$ cat config.mk
export PLATFORM = sky130hd
export DESIGN_NAME = ifetch_queue_flat
export DESIGN_NICKNAME = d
export VERILOG_FILES = /design/src/rtl/ifetch_queue_pkg.sv /design/src/rtl/ifetch_queue_if.sv /design/src/rtl/ifetch_queue_bht.sv /design/src/rtl/ifetch_queue.sv /design/src/flat_wrapper.sv
export SDC_FILE = /design/constraint.sdc
export NUM_CORES = 1
export LEC_CHECK = 0
export CORE_MARGIN = 4
export CORE_UTILIZATION = 58
export DETAILED_ROUTE_END_ITERATION = 8
export DONT_BUFFER_PORTS = 1
export PLACE_DENSITY = 0.85
export SKIP_CTS_REPAIR_TIMING = 1
export SLEW_MARGIN = 0
export SYNTH_ARGS = -nofsm -noshare
export SYNTH_HDL_FRONTEND = slang
export SYNTH_SLANG_ARGS = --single-unit
$ cat constraint.sdc
create_clock -name clk -period 6.18 [get_ports clk]
set_input_delay 0.618 -clock clk [delete_from_list [all_inputs] [get_ports clk]]
set_output_delay 0.618 -clock clk [all_outputs]
set_load 0.02 [all_outputs]
$ cat src/rtl/ifetch_queue_pkg.sv
// Shared definitions for the instruction-fetch unit.
//   - RV32 opcodes that change the fetch stream (JAL, conditional branch, JALR)
//   - fetch FSM state encoding
//   - J-type and B-type immediate extraction, sign-extended to 32 bits
package ifetch_queue_pkg;

   localparam logic [6:0] OPCODE_JAL  = 7'b1101111;
   localparam logic [6:0] OPCODE_B    = 7'b1100011;
   localparam logic [6:0] OPCODE_JALR = 7'b1100111;

   typedef enum logic [1:0] {
      ST_IDLE       = 2'd0,
      ST_WAIT       = 2'd1,
      ST_JALR_STALL = 2'd2
   } fetch_state_t;

   function automatic logic signed [31:0] j_imm(input logic [31:0] instr);
      return {{11{instr[31]}}, instr[31], instr[19:12], instr[20], instr[30:21], 1'b0};
   endfunction

   function automatic logic signed [31:0] b_imm(input logic [31:0] instr);
      return {{19{instr[31]}}, instr[31], instr[7], instr[30:25], instr[11:8], 1'b0};
   endfunction

endpackage

$ cat src/rtl/ifetch_queue_if.sv
// Memory-controller and decoder handshake bundle of the fetch unit.
//   mc_aout_en / mc_aout           : read request and address (fetch -> memory)
//   mc_instr_in_en / mc_instr_in   : one-cycle response strobe and word (memory -> fetch)
//   de_stall                       : decoder back-pressure (decoder -> fetch)
//   de_out_en / de_pc_out /
//   de_instr_out / de_pred_jump_out: issued instruction (fetch -> decoder)
// modport master is the fetch unit, modport slave is its environment.
interface ifetch_queue_if #(
   parameter int ADDR_W  = 32,
   parameter int INSTR_W = 32
);
   logic               mc_aout_en;
   logic [ADDR_W-1:0]  mc_aout;
   logic               mc_instr_in_en;
   logic [INSTR_W-1:0] mc_instr_in;
   logic               de_stall;
   logic               de_out_en;
   logic [ADDR_W-1:0]  de_pc_out;
   logic [INSTR_W-1:0] de_instr_out;
   logic               de_pred_jump_out;

   modport master (
      output mc_aout_en, mc_aout,
      input  mc_instr_in_en, mc_instr_in,
      input  de_stall,
      output de_out_en, de_pc_out, de_instr_out, de_pred_jump_out
   );

   modport slave (
      input  mc_aout_en, mc_aout,
      output mc_instr_in_en, mc_instr_in,
      output de_stall,
      input  de_out_en, de_pc_out, de_instr_out, de_pred_jump_out
   );
endinterface

$ cat src/rtl/ifetch_queue_bht.sv
// Branch history table: 2^BHT_IDX two-bit saturating counters.
//   clk, rst_in : clock, synchronous active-high reset (all counters -> 2'b01)
//   rd_idx      : combinational lookup index
//   rd_taken    : MSB of the addressed counter (1 = predict taken)
//   we, wr_idx, wr_taken : synchronous counter update (inc if taken, else dec)
// A lookup of an index being written in the same cycle returns the old value.
module ifetch_queue_bht #(
   parameter int BHT_IDX = 6
) (
   input  logic               clk,
   input  logic               rst_in,
   input  logic [BHT_IDX-1:0] rd_idx,
   output logic               rd_taken,
   input  logic               we,
   input  logic [BHT_IDX-1:0] wr_idx,
   input  logic               wr_taken
);

   localparam int N = 1 << BHT_IDX;

   logic [1:0] ctr [N];

   assign rd_taken = ctr[rd_idx][1];

   always_ff @(posedge clk) begin
      if (rst_in) begin
         for (int i = 0; i < N; i++) ctr[i] <= 2'b01;
      end else if (we) begin
         if (wr_taken) begin
            if (ctr[wr_idx] != 2'b11) ctr[wr_idx] <= ctr[wr_idx] + 2'b01;
         end else begin
            if (ctr[wr_idx] != 2'b00) ctr[wr_idx] <= ctr[wr_idx] - 2'b01;
         end
      end
   end

endmodule

$ cat src/rtl/ifetch_queue.sv
// Instruction-fetch unit between the memory controller and the decoder.
// Issues one read at a time, buffers returned words in an IQ_DEPTH FIFO,
// follows JAL immediately, predicts conditional branches with a BHT and
// stalls on JALR until its target is resolved.
//   clk, rst_in          : clock, synchronous active-high reset
//   rdy_in               : low freezes all state (reset and roll_back still act)
//   roll_back, corr_pc   : flush queue and restart fetch at corr_pc
//   bus (master)         : memory request/response and decoder issue signals
//   jalr_done, jalr_pc   : resolved JALR target
//   br_upd_en/pc/taken   : committed conditional branch outcome for the BHT
module ifetch_queue
   import ifetch_queue_pkg::*;
#(
   parameter int IQ_DEPTH = 8,
   parameter int BHT_IDX  = 6,
   parameter int ADDR_W   = 32,
   parameter int INSTR_W  = 32
) (
   input  logic              clk,
   input  logic              rst_in,
   input  logic              rdy_in,
   input  logic              roll_back,
   input  logic [ADDR_W-1:0] corr_pc,
   ifetch_queue_if.master    bus,
   input  logic              jalr_done,
   input  logic [ADDR_W-1:0] jalr_pc,
   input  logic              br_upd_en,
   input  logic [ADDR_W-1:0] br_upd_pc,
   input  logic              br_upd_taken
);

   localparam int PTR_W = $clog2(IQ_DEPTH);
   localparam int CNT_W = PTR_W + 1;

   typedef struct packed {
      logic [ADDR_W-1:0]  pc;
      logic [INSTR_W-1:0] instr;
      logic               pred;
   } iq_entry_t;

   iq_entry_t          iq_mem [IQ_DEPTH];
   logic [PTR_W-1:0]   head_q, tail_q;
   logic [CNT_W-1:0]   count_q;

   fetch_state_t       state_q, state_d;
   logic [ADDR_W-1:0]  fetch_pc_q, fetch_pc_d;
   logic               aout_en_d;
   logic [ADDR_W-1:0]  aout_d;
   logic               push, push_pred, pop, iq_write;

   logic [6:0]         opcode;
   logic [ADDR_W-1:0]  imm_j, imm_b;
   logic               bht_taken;
   logic               bht_we;
   logic               unused_upd_bits;

   assign opcode = bus.mc_instr_in[6:0];
   assign imm_j  = ADDR_W'(j_imm(bus.mc_instr_in[31:0]));
   assign imm_b  = ADDR_W'(b_imm(bus.mc_instr_in[31:0]));

   // Counter updates follow the commit stream, so they are frozen with the
   // rest of the unit but still land in a roll_back cycle.
   assign bht_we = br_upd_en & (rdy_in | roll_back);
   assign unused_upd_bits = ^{br_upd_pc[ADDR_W-1:BHT_IDX+2], br_upd_pc[1:0]};

   ifetch_queue_bht #(.BHT_IDX(BHT_IDX)) u_bht (
      .clk      (clk),
      .rst_in   (rst_in),
      .rd_idx   (fetch_pc_q[BHT_IDX+1:2]),
      .rd_taken (bht_taken),
      .we       (bht_we),
      .wr_idx   (br_upd_pc[BHT_IDX+1:2]),
      .wr_taken (br_upd_taken)
   );

   // Pop decision uses the count before this cycle's push, so a freshly
   // pushed entry is visible to the decoder one cycle later at the earliest.
   assign pop = (count_q != '0) && !bus.de_stall;

   always_comb begin
      state_d    = state_q;
      fetch_pc_d = fetch_pc_q;
      aout_en_d  = bus.mc_aout_en;
      aout_d     = bus.mc_aout;
      push       = 1'b0;
      push_pred  = 1'b0;
      case (state_q)
         ST_IDLE: begin
            // Only one request is ever in flight, so a free slot now is
            // still free when its response is pushed.
            if (count_q < CNT_W'(IQ_DEPTH)) begin
               aout_en_d = 1'b1;
               aout_d    = fetch_pc_q;
               state_d   = ST_WAIT;
            end
         end
         ST_WAIT: begin
            if (bus.mc_instr_in_en) begin
               push      = 1'b1;
               aout_en_d = 1'b0;
               state_d   = ST_IDLE;
               case (opcode)
                  OPCODE_JAL:  fetch_pc_d = fetch_pc_q + imm_j;
                  OPCODE_B: begin
                     push_pred  = bht_taken;
                     fetch_pc_d = bht_taken ? fetch_pc_q + imm_b
                                            : fetch_pc_q + ADDR_W'(4);
                  end
                  OPCODE_JALR: state_d = ST_JALR_STALL;
                  default:     fetch_pc_d = fetch_pc_q + ADDR_W'(4);
               endcase
            end
         end
         ST_JALR_STALL: begin
            if (jalr_done) begin
               fetch_pc_d = jalr_pc;
               state_d    = ST_IDLE;
            end
         end
         default: state_d = ST_IDLE;
      endcase
   end

   always_ff @(posedge clk) begin
      if (rst_in) begin
         state_q              <= ST_IDLE;
         fetch_pc_q           <= '0;
         bus.mc_aout_en       <= 1'b0;
         bus.mc_aout          <= '0;
         head_q               <= '0;
         tail_q               <= '0;
         count_q              <= '0;
         bus.de_out_en        <= 1'b0;
         bus.de_pc_out        <= '0;
         bus.de_instr_out     <= '0;
         bus.de_pred_jump_out <= 1'b0;
      end else if (roll_back) begin
         // Any response arriving now belongs to the aborted stream.
         state_q        <= ST_IDLE;
         fetch_pc_q     <= corr_pc;
         bus.mc_aout_en <= 1'b0;
         head_q         <= '0;
         tail_q         <= '0;
         count_q        <= '0;
         bus.de_out_en  <= 1'b0;
      end else if (rdy_in) begin
         state_q        <= state_d;
         fetch_pc_q     <= fetch_pc_d;
         bus.mc_aout_en <= aout_en_d;
         bus.mc_aout    <= aout_d;
         if (push) tail_q <= tail_q + PTR_W'(1);
         if (pop) begin
            head_q               <= head_q + PTR_W'(1);
            bus.de_pc_out        <= iq_mem[head_q].pc;
            bus.de_instr_out     <= iq_mem[head_q].instr;
            bus.de_pred_jump_out <= iq_mem[head_q].pred;
         end
         bus.de_out_en <= pop;
         count_q       <= count_q + CNT_W'(push) - CNT_W'(pop);
      end
   end

   assign iq_write = push & rdy_in & ~roll_back & ~rst_in;

   always_ff @(posedge clk) begin
      if (iq_write) iq_mem[tail_q] <= '{pc: fetch_pc_q, instr: bus.mc_instr_in, pred: push_pred};
   end

endmodule

$ cat src/flat_wrapper.sv
// flat-port wrapper written by rule: the top's interface ports become plain ports
module ifetch_queue_flat import ifetch_queue_pkg::*;
#(
   parameter int IQ_DEPTH = 8,
   parameter int BHT_IDX  = 6,
   parameter int ADDR_W   = 32,
   parameter int INSTR_W  = 32
)
  (clk, rst_in, rdy_in, roll_back, corr_pc, jalr_done, jalr_pc, br_upd_en, br_upd_pc, br_upd_taken, bus_mc_aout_en, bus_mc_aout, bus_mc_instr_in_en, bus_mc_instr_in, bus_de_stall, bus_de_out_en, bus_de_pc_out, bus_de_instr_out, bus_de_pred_jump_out);
  ifetch_queue_if #(.ADDR_W(ADDR_W), .INSTR_W(INSTR_W)) bus_i ();
  input  logic clk;
  input  logic rst_in;
  input  logic rdy_in;
  input  logic roll_back;
  input  logic [ADDR_W-1:0] corr_pc;
  input  logic jalr_done;
  input  logic [ADDR_W-1:0] jalr_pc;
  input  logic br_upd_en;
  input  logic [ADDR_W-1:0] br_upd_pc;
  input  logic br_upd_taken;
  output wire logic [$bits(bus_i.mc_aout_en)-1:0] bus_mc_aout_en;
  output wire logic [$bits(bus_i.mc_aout)-1:0] bus_mc_aout;
  input wire logic [$bits(bus_i.mc_instr_in_en)-1:0] bus_mc_instr_in_en;
  input wire logic [$bits(bus_i.mc_instr_in)-1:0] bus_mc_instr_in;
  input wire logic [$bits(bus_i.de_stall)-1:0] bus_de_stall;
  output wire logic [$bits(bus_i.de_out_en)-1:0] bus_de_out_en;
  output wire logic [$bits(bus_i.de_pc_out)-1:0] bus_de_pc_out;
  output wire logic [$bits(bus_i.de_instr_out)-1:0] bus_de_instr_out;
  output wire logic [$bits(bus_i.de_pred_jump_out)-1:0] bus_de_pred_jump_out;
  assign bus_mc_aout_en = bus_i.mc_aout_en;
  assign bus_mc_aout = bus_i.mc_aout;
  assign bus_i.mc_instr_in_en = bus_mc_instr_in_en;
  assign bus_i.mc_instr_in = bus_mc_instr_in;
  assign bus_i.de_stall = bus_de_stall;
  assign bus_de_out_en = bus_i.de_out_en;
  assign bus_de_pc_out = bus_i.de_pc_out;
  assign bus_de_instr_out = bus_i.de_instr_out;
  assign bus_de_pred_jump_out = bus_i.de_pred_jump_out;
  ifetch_queue #(.IQ_DEPTH(IQ_DEPTH), .BHT_IDX(BHT_IDX), .ADDR_W(ADDR_W), .INSTR_W(INSTR_W)) u_core (.clk(clk), .rst_in(rst_in), .rdy_in(rdy_in), .roll_back(roll_back), .corr_pc(corr_pc), .bus(bus_i), .jalr_done(jalr_done), .jalr_pc(jalr_pc), .br_upd_en(br_upd_en), .br_upd_pc(br_upd_pc), .br_upd_taken(br_upd_taken));
endmodule
After elaboration in Yosys (flattened, before gate mapping)
Memory sizes are Yosys's and may differ from the RTL's. A register that Yosys moved wholly into a read port is not among the register bits.
Index checks and enable logic that the tools add are counted.
- bits of input ports: 137
- memories kept: 2
- register bits: 78
- memory bits (writable): 648
- add/subtract/negate cells: 9
- $lt $le $gt $ge: 1
- bitwise operators: 8
- reduce and logical (&&, ||, !) cells: 17
- mux-type cells: 40
- equality and inequality tests: 12
- memories (memory ; words ; bits a word ; rd ports ; clocked after memory_dff ; wr ports ; line ; RTL):
    u_core.iq_mem ; 8 ; 65 ; 1 ; 1 ; 1 ; ifetch_queue.sv:41 ; iq_entry_t iq_mem [IQ_DEPTH];
    u_core.u_bht.ctr ; 64 ; 2 ; 2 ; 1 ; 64 ; ifetch_queue_bht.sv:21 ; logic [1:0] ctr [N];
- operators with widths (kind ; count):
    two-way mux 32 bit ; 5
    one-hot mux 32 bit (3 select lines) ; 1
    adder 32 bit ; 2
    one-hot mux 32 bit (2 select lines) ; 1
    adder 32 x 3 -> 32 bit, second input constant ; 1
    two-way mux 1 bit ; 22
    equality test 7 bit, second input constant ; 3
    two-way mux 6 bit ; 3
    two-way mux 2 bit ; 6
    AND reduction 4 bit ; 3
    != test 3 bit, second input constant ; 3
    adder 3 x 1 -> 3 bit, second input constant ; 2
    != test 2 bit, second input constant ; 3
    one-hot mux 2 bit (3 select lines) ; 1
    nonzero test 2 bit ; 3
    AND reduction 5 bit ; 1
    adder 4 x 1 -> 4 bit ; 1
    bitwise AND 1 bit ; 4
    less-than comparator 4 bit, second input constant ; 1
    AND reduction 2 bit ; 2
    nonzero test 4 bit ; 1
    OR reduction 2 bit ; 2
    subtractor 4 x 1 -> 4 bit ; 1
    AND reduction 3 bit ; 1
    12 further kinds ; 14

Longest topological paths before layout
An unclocked memory read counts as a cell.
- depth in word-level cells: 10
- depth in mapped cells: 14
- gate-level depth less buffers: 12

Modules after synthesis
Synthesis repeated with hierarchy kept, for this count alone.
- cell total of the unflattened synthesis: 2731
- area, all modules: 37073.1 sq um
- modules (own cells, without submodules) (module ; area each (sq um) ; cells an instance ; seq. area each (sq um) ; instances):
    ifetch_queue ; 29191.7 ; 2048 ; 18477.7 ; 1
    ifetch_queue_bht ; 7881.3 ; 683 ; 3843.7 ; 1

Least setup slack after synthesis
No wires, ideal clock.
- kind: in2reg
- from: input rdy_in
- to: memory u_core.iq_mem[4][0] in the netlist's numbering, enable pin
- path buffers: 1
- slack: -0.523 ns
- library setup time: 0.568 ns
- cell stages on the path: 5
- arrival: 6.135 ns
- path through: clkbuf_1 -> inv_1 -> nor3_1 -> nand3_1 -> nor3_1
- word-level cells in the longest chain between the ends: 5
- ends and longest elaborated chain (item ; line ; RTL):
    from (decl) ; flat_wrapper.sv:13 ; input logic rdy_in;
    bitwise AND 1 bit (3 in a row) ; ifetch_queue.sv:163 ; assign iq_write = push & rdy_in & ~roll_back & ~rst_in;
    two-way mux 1 bit ; ifetch_queue.sv:166 ; if (iq_write) iq_mem[tail_q] <= '{pc: fetch_pc_q, instr: bus.mc_instr_in, pred: push_pred};
    two-way mux 1 bit (implied by the code) ; ifetch_queue.sv:166 ;
    to (decl) ; ifetch_queue.sv:41 ;
Every way passes these cells.

Worst setup path in the final report
- from: register u_core.fetch_pc_q[4]
- to: register u_core.fetch_pc_q[30]
- word-level cells in the longest chain between the ends: 7
- elaborated cells between the ends (all ways): 9
- classes of those cells: add/sub: 3; mux: 6
- ends and longest elaborated chain (item ; line ; RTL):
    from (decl) ; ifetch_queue.sv:46 ; logic [ADDR_W-1:0] fetch_pc_q, fetch_pc_d;
    from (signal assigned) ; ifetch_queue.sv:140 ; fetch_pc_q <= corr_pc;
    from (signal assigned) ; ifetch_queue.sv:148 ; fetch_pc_q <= fetch_pc_d;
    adder 32 x 3 -> 32 bit or adder 32 bit (tied branches) ; ifetch_queue.sv:107, ifetch_queue.sv:110, ifetch_queue.sv:106 ;
    two-way mux 32 bit ; ifetch_queue.sv:106 ; fetch_pc_d = bht_taken ? fetch_pc_q + imm_b
    one-hot mux 32 bit (3 select lines) * ; ifetch_queue.sv:102 ; case (opcode)
    two-way mux 32 bit * ; ifetch_queue.sv:98 ; if (bus.mc_instr_in_en) begin
    one-hot mux 32 bit (2 select lines) * ; ifetch_queue.sv:87 ; case (state_q)
    two-way mux 32 bit * ; ifetch_queue.sv:146 ; end else if (rdy_in) begin
    two-way mux 32 bit * ; ifetch_queue.sv:137 ; end else if (roll_back) begin
Mark *: on every way between the ends. The rest lies on a longest branch, timed or not. The select of a mux whose other input is x is not followed.
A chain may end at the register's enable or synchronous reset.

==> out/qor.txt <==
status - finished clean
Power Internal - 9.01 mW
layout cells sized above 1 - 0.132
GR Overflow Total - 0
fill count - 4094
worst slew pin tran - 1.11 ns
residual DRC count - 0
DIE WIDTH - 257 um
Setup TNS - 0 ns
antenna viol nets, final - 0
max-cap violation count - 0
Die Area - 66000 um^2
GRT Total Usage - 0.303
first-pass GRT wire length - 152000 um
minimum clock period - 4.54 ns
Placed Area - 36500 um^2
Top FF cell, synth - edfxtp_1
Reg-to-Reg End - u_core.fetch_pc_q[30]$_SDFFE_PP0P_
CTS Buffer Depth - 3
Synth Register Bits - 797
crit path launch type - register
DPL Wire Length - 63200 um
Fin Clk Skew - 0.0379 ns
worst hold slack - 0.0538 ns
nets - 2737
Sw Ratio - 0.234
Final Util - 0.646
Critical Path Sink - u_core.fetch_pc_q[30]$_SDFFE_PP0P_
register area share after synthesis - 0.625
syn nets - 2804
Tot Pwr - 11.8 mW
R2R depth - 10
achievable frequency - 220 MHz
fin. max-slew vios - 0
largest net degree at the start of global routing - 139
slew margin rel. - 0.237
Pwr per Cell Area - 299 nW/um^2
First DRT Iteration DRCs - 3402
Place WS - 1.60 ns
Final Hold Viols - 0
CTS tree - yes
unique cell type count in the Yosys netlist - 81
# rows - 90
CTS root buf - clkbuf_16
crit path DAT - 5.06 ns
area grow syn2layout - 9.43%
RSZ-0062 raised after global routing - false
final estimated routing congestion in global placement - 0.965
Via density - 7.10
clock share of power - 0.422
mean area per synthesized cell - 13.7 um^2
H-tree levels - 3
crit path max fanout - 16
Net Switching - 2.76 mW
CP endpoint kind - register
hold depth - 1
fin area - 39300 um^2
asr flop ratio synth - 0
Crit. Startpoint - u_core.fetch_pc_q[4]$_SDFFE_PP0P_
Post-synth EDFFs - 648
Logic pwr share - 0.067
final setup fails - 0
Synth Cell Area - 35900 um^2
Worst IR Drop VDD - 0.000213 V
Pre-antenna DRT Iters - 8
reg-to-reg slack, setup - 1.64 ns
I/O Buffers - 0
non-filler cells in the finished layout - 3416
vias in the first global route - 23900
Inserted Clock Buffers - 81
Die H - 257 um
io pins - 236
synth warn - 0
Avg WL per Cell - 29.8 um
worst flop-to-flop path startpoint - u_core.fetch_pc_q[4]$_SDFFE_PP0P_
Setup Crit Path Kind - reg -> reg
critical path data required time - 6.70 ns
vias - 24300
# clock sinks - 797
sequential share of power - 0.511
HP Class - in -> reg
initial core utilization - 0.591
Post-Syn Instances - 2613
clk_lat worst skew - 0.65 ns
initial antenna violation count - 19
Final WS setup - 1.64 ns
CTS clk-pin slew, worst paths - 0.06 ns
dpl cells - 3245
Pleak - 12.4 nW
Core ar. - 60800 um^2
Final Cycle Share - 0.735
wirelength, routed - 102000 um
-- cell type report --
| class | instances | area, um^2 | area share |
|---|---|---|---|
| inverter | 24 | 90.1 | 0.00229 |
| timing repair buffer | 31 | 320 | 0.00815 |
| multi-input combinational | 1611 | 12700 | 0.323 |
| clock inverter | 39 | 474 | 0.0121 |
| sequential | 797 | 22500 | 0.571 |
| tap | 782 | 978 | 0.0249 |
| clock buffer | 113 | 2240 | 0.0570 |
| antenna | 19 | 47.5 | 0.00121 |
-- logic make-up (layout without fill, tap and decap cells) --
group	Yosys count	after routing	share of synthesized area
buffers and inverters	205	207	0.0239
other	0	19	0
adder cells (fa/ha/maj)	54	54	0.0194
AND/OR/NAND/NOR	673	673	0.0870
XOR/XNOR	72	72	0.0176
AO/OA/AOI/OAI	532	532	0.0986
multiplexers	280	280	0.129
flip-flops	797	797	0.625
-- worst min-delay path by stage --
stage / startpoint / endpoint / slack, ns
after CTS: rst_in / u_core.bus.de_pc_out[29]$_SDFFE_PP0P_ / 0.03
after global placement: u_core.count_q[0]$_SDFFE_PP0P_ / u_core.count_q[0]$_SDFFE_PP0P_ / 0.48
final: rst_in / u_core.bus.de_instr_out[0]$_SDFFE_PP0P_ / 0.05
after detailed placement: u_core.count_q[0]$_SDFFE_PP0P_ / u_core.count_q[0]$_SDFFE_PP0P_ / 0.48
after floorplan: u_core.count_q[2]$_SDFFE_PP0P_ / u_core.count_q[2]$_SDFFE_PP0P_ / 0.46
after global routing: rst_in / u_core.bus.de_pc_out[29]$_SDFFE_PP0P_ / 0.03
-- cells in the mapped netlist, drive strengths merged (18+ instances only) --
library cell	instances	area (um^2)
buf	54	293
a31oi	18	119
inv	23	86.3
clkbuf	127	477
nand2	217	815
o21ai	119	596
xnor2	35	307
ha	51	638
a21o	38	285
and3	26	163
xor2	37	324
a211oi	78	586
mux2i	125	1250
nor2	187	704
a21oi	112	579
dfxtp	149	2980
nand4	24	150
a22oi	38	290
nand3	67	335
mux4	144	3240
nor3	60	310
edfxtp	648	19500
-- power by group through the flow --
stage	registers (mW)	clock network (mW)	logic, mW
final	6.01	4.97	0.787
after global routing	6.02	5.23	0.841
after CTS	6.01	4.98	0.761
after detailed placement	6.12	0	0.749
after global placement	6.11	0	0.729
after floorplan	6.06	0	0.605
-- routing by layer --
metal / track usage / routed length [um] / vias to the layer above
met5: 0 / 79 / -
met4: 0.117 / 4060 / 10
met3: 0.0808 / 12800 / 314
met2: 0.490 / 48900 / 1842
met1: 0.398 / 36000 / 12000
li1: - / - / 10100
-- sequential cells by signal (all words and copies together) (netlist names), named ones only --
signal                       flops
u_core.bus.de_instr_out         32
u_core.bus.de_out_en             1
u_core.bus.de_pc_out            32
u_core.bus.de_pred_jump_out      1
u_core.bus.mc_aout              32
u_core.bus.mc_aout_en            1
u_core.count_q                   4
u_core.fetch_pc_q               32
u_core.head_q                    3
u_core.iq_mem                  520
u_core.state_q                   2
u_core.tail_q                    3
u_core.u_bht.ctr               128
-- critical path, stage by stage, from the launching register on --
cell	delay, ns
dfxtp_1	0.84
ha_1	0.42
o21ai_0	0.11
o21ai_0	0.26
a2111oi_0	1.06
nor3_1	0.19
a21oi_1	0.59
o21ai_0	0.20
xor2_1	0.22
nand2_1	0.09
a2111oi_0	0.44
-- placed cells by master (no fill, tap or decap), types with 51 or more instances in the layout --
master,synthesis,layout
ha_1,51,51
nor3_1,58,55
mux2i_1,125,125
a211oi_1,78,78
nor2_1,186,179
o21ai_0,118,118
mux4_2,144,144
dfxtp_1,149,145
nand2_1,217,217
nand3_1,67,67
a21oi_1,109,109
edfxtp_1,648,648
clkbuf_16,0,82
No activity file was read; power rests on OpenSTA's default activity.
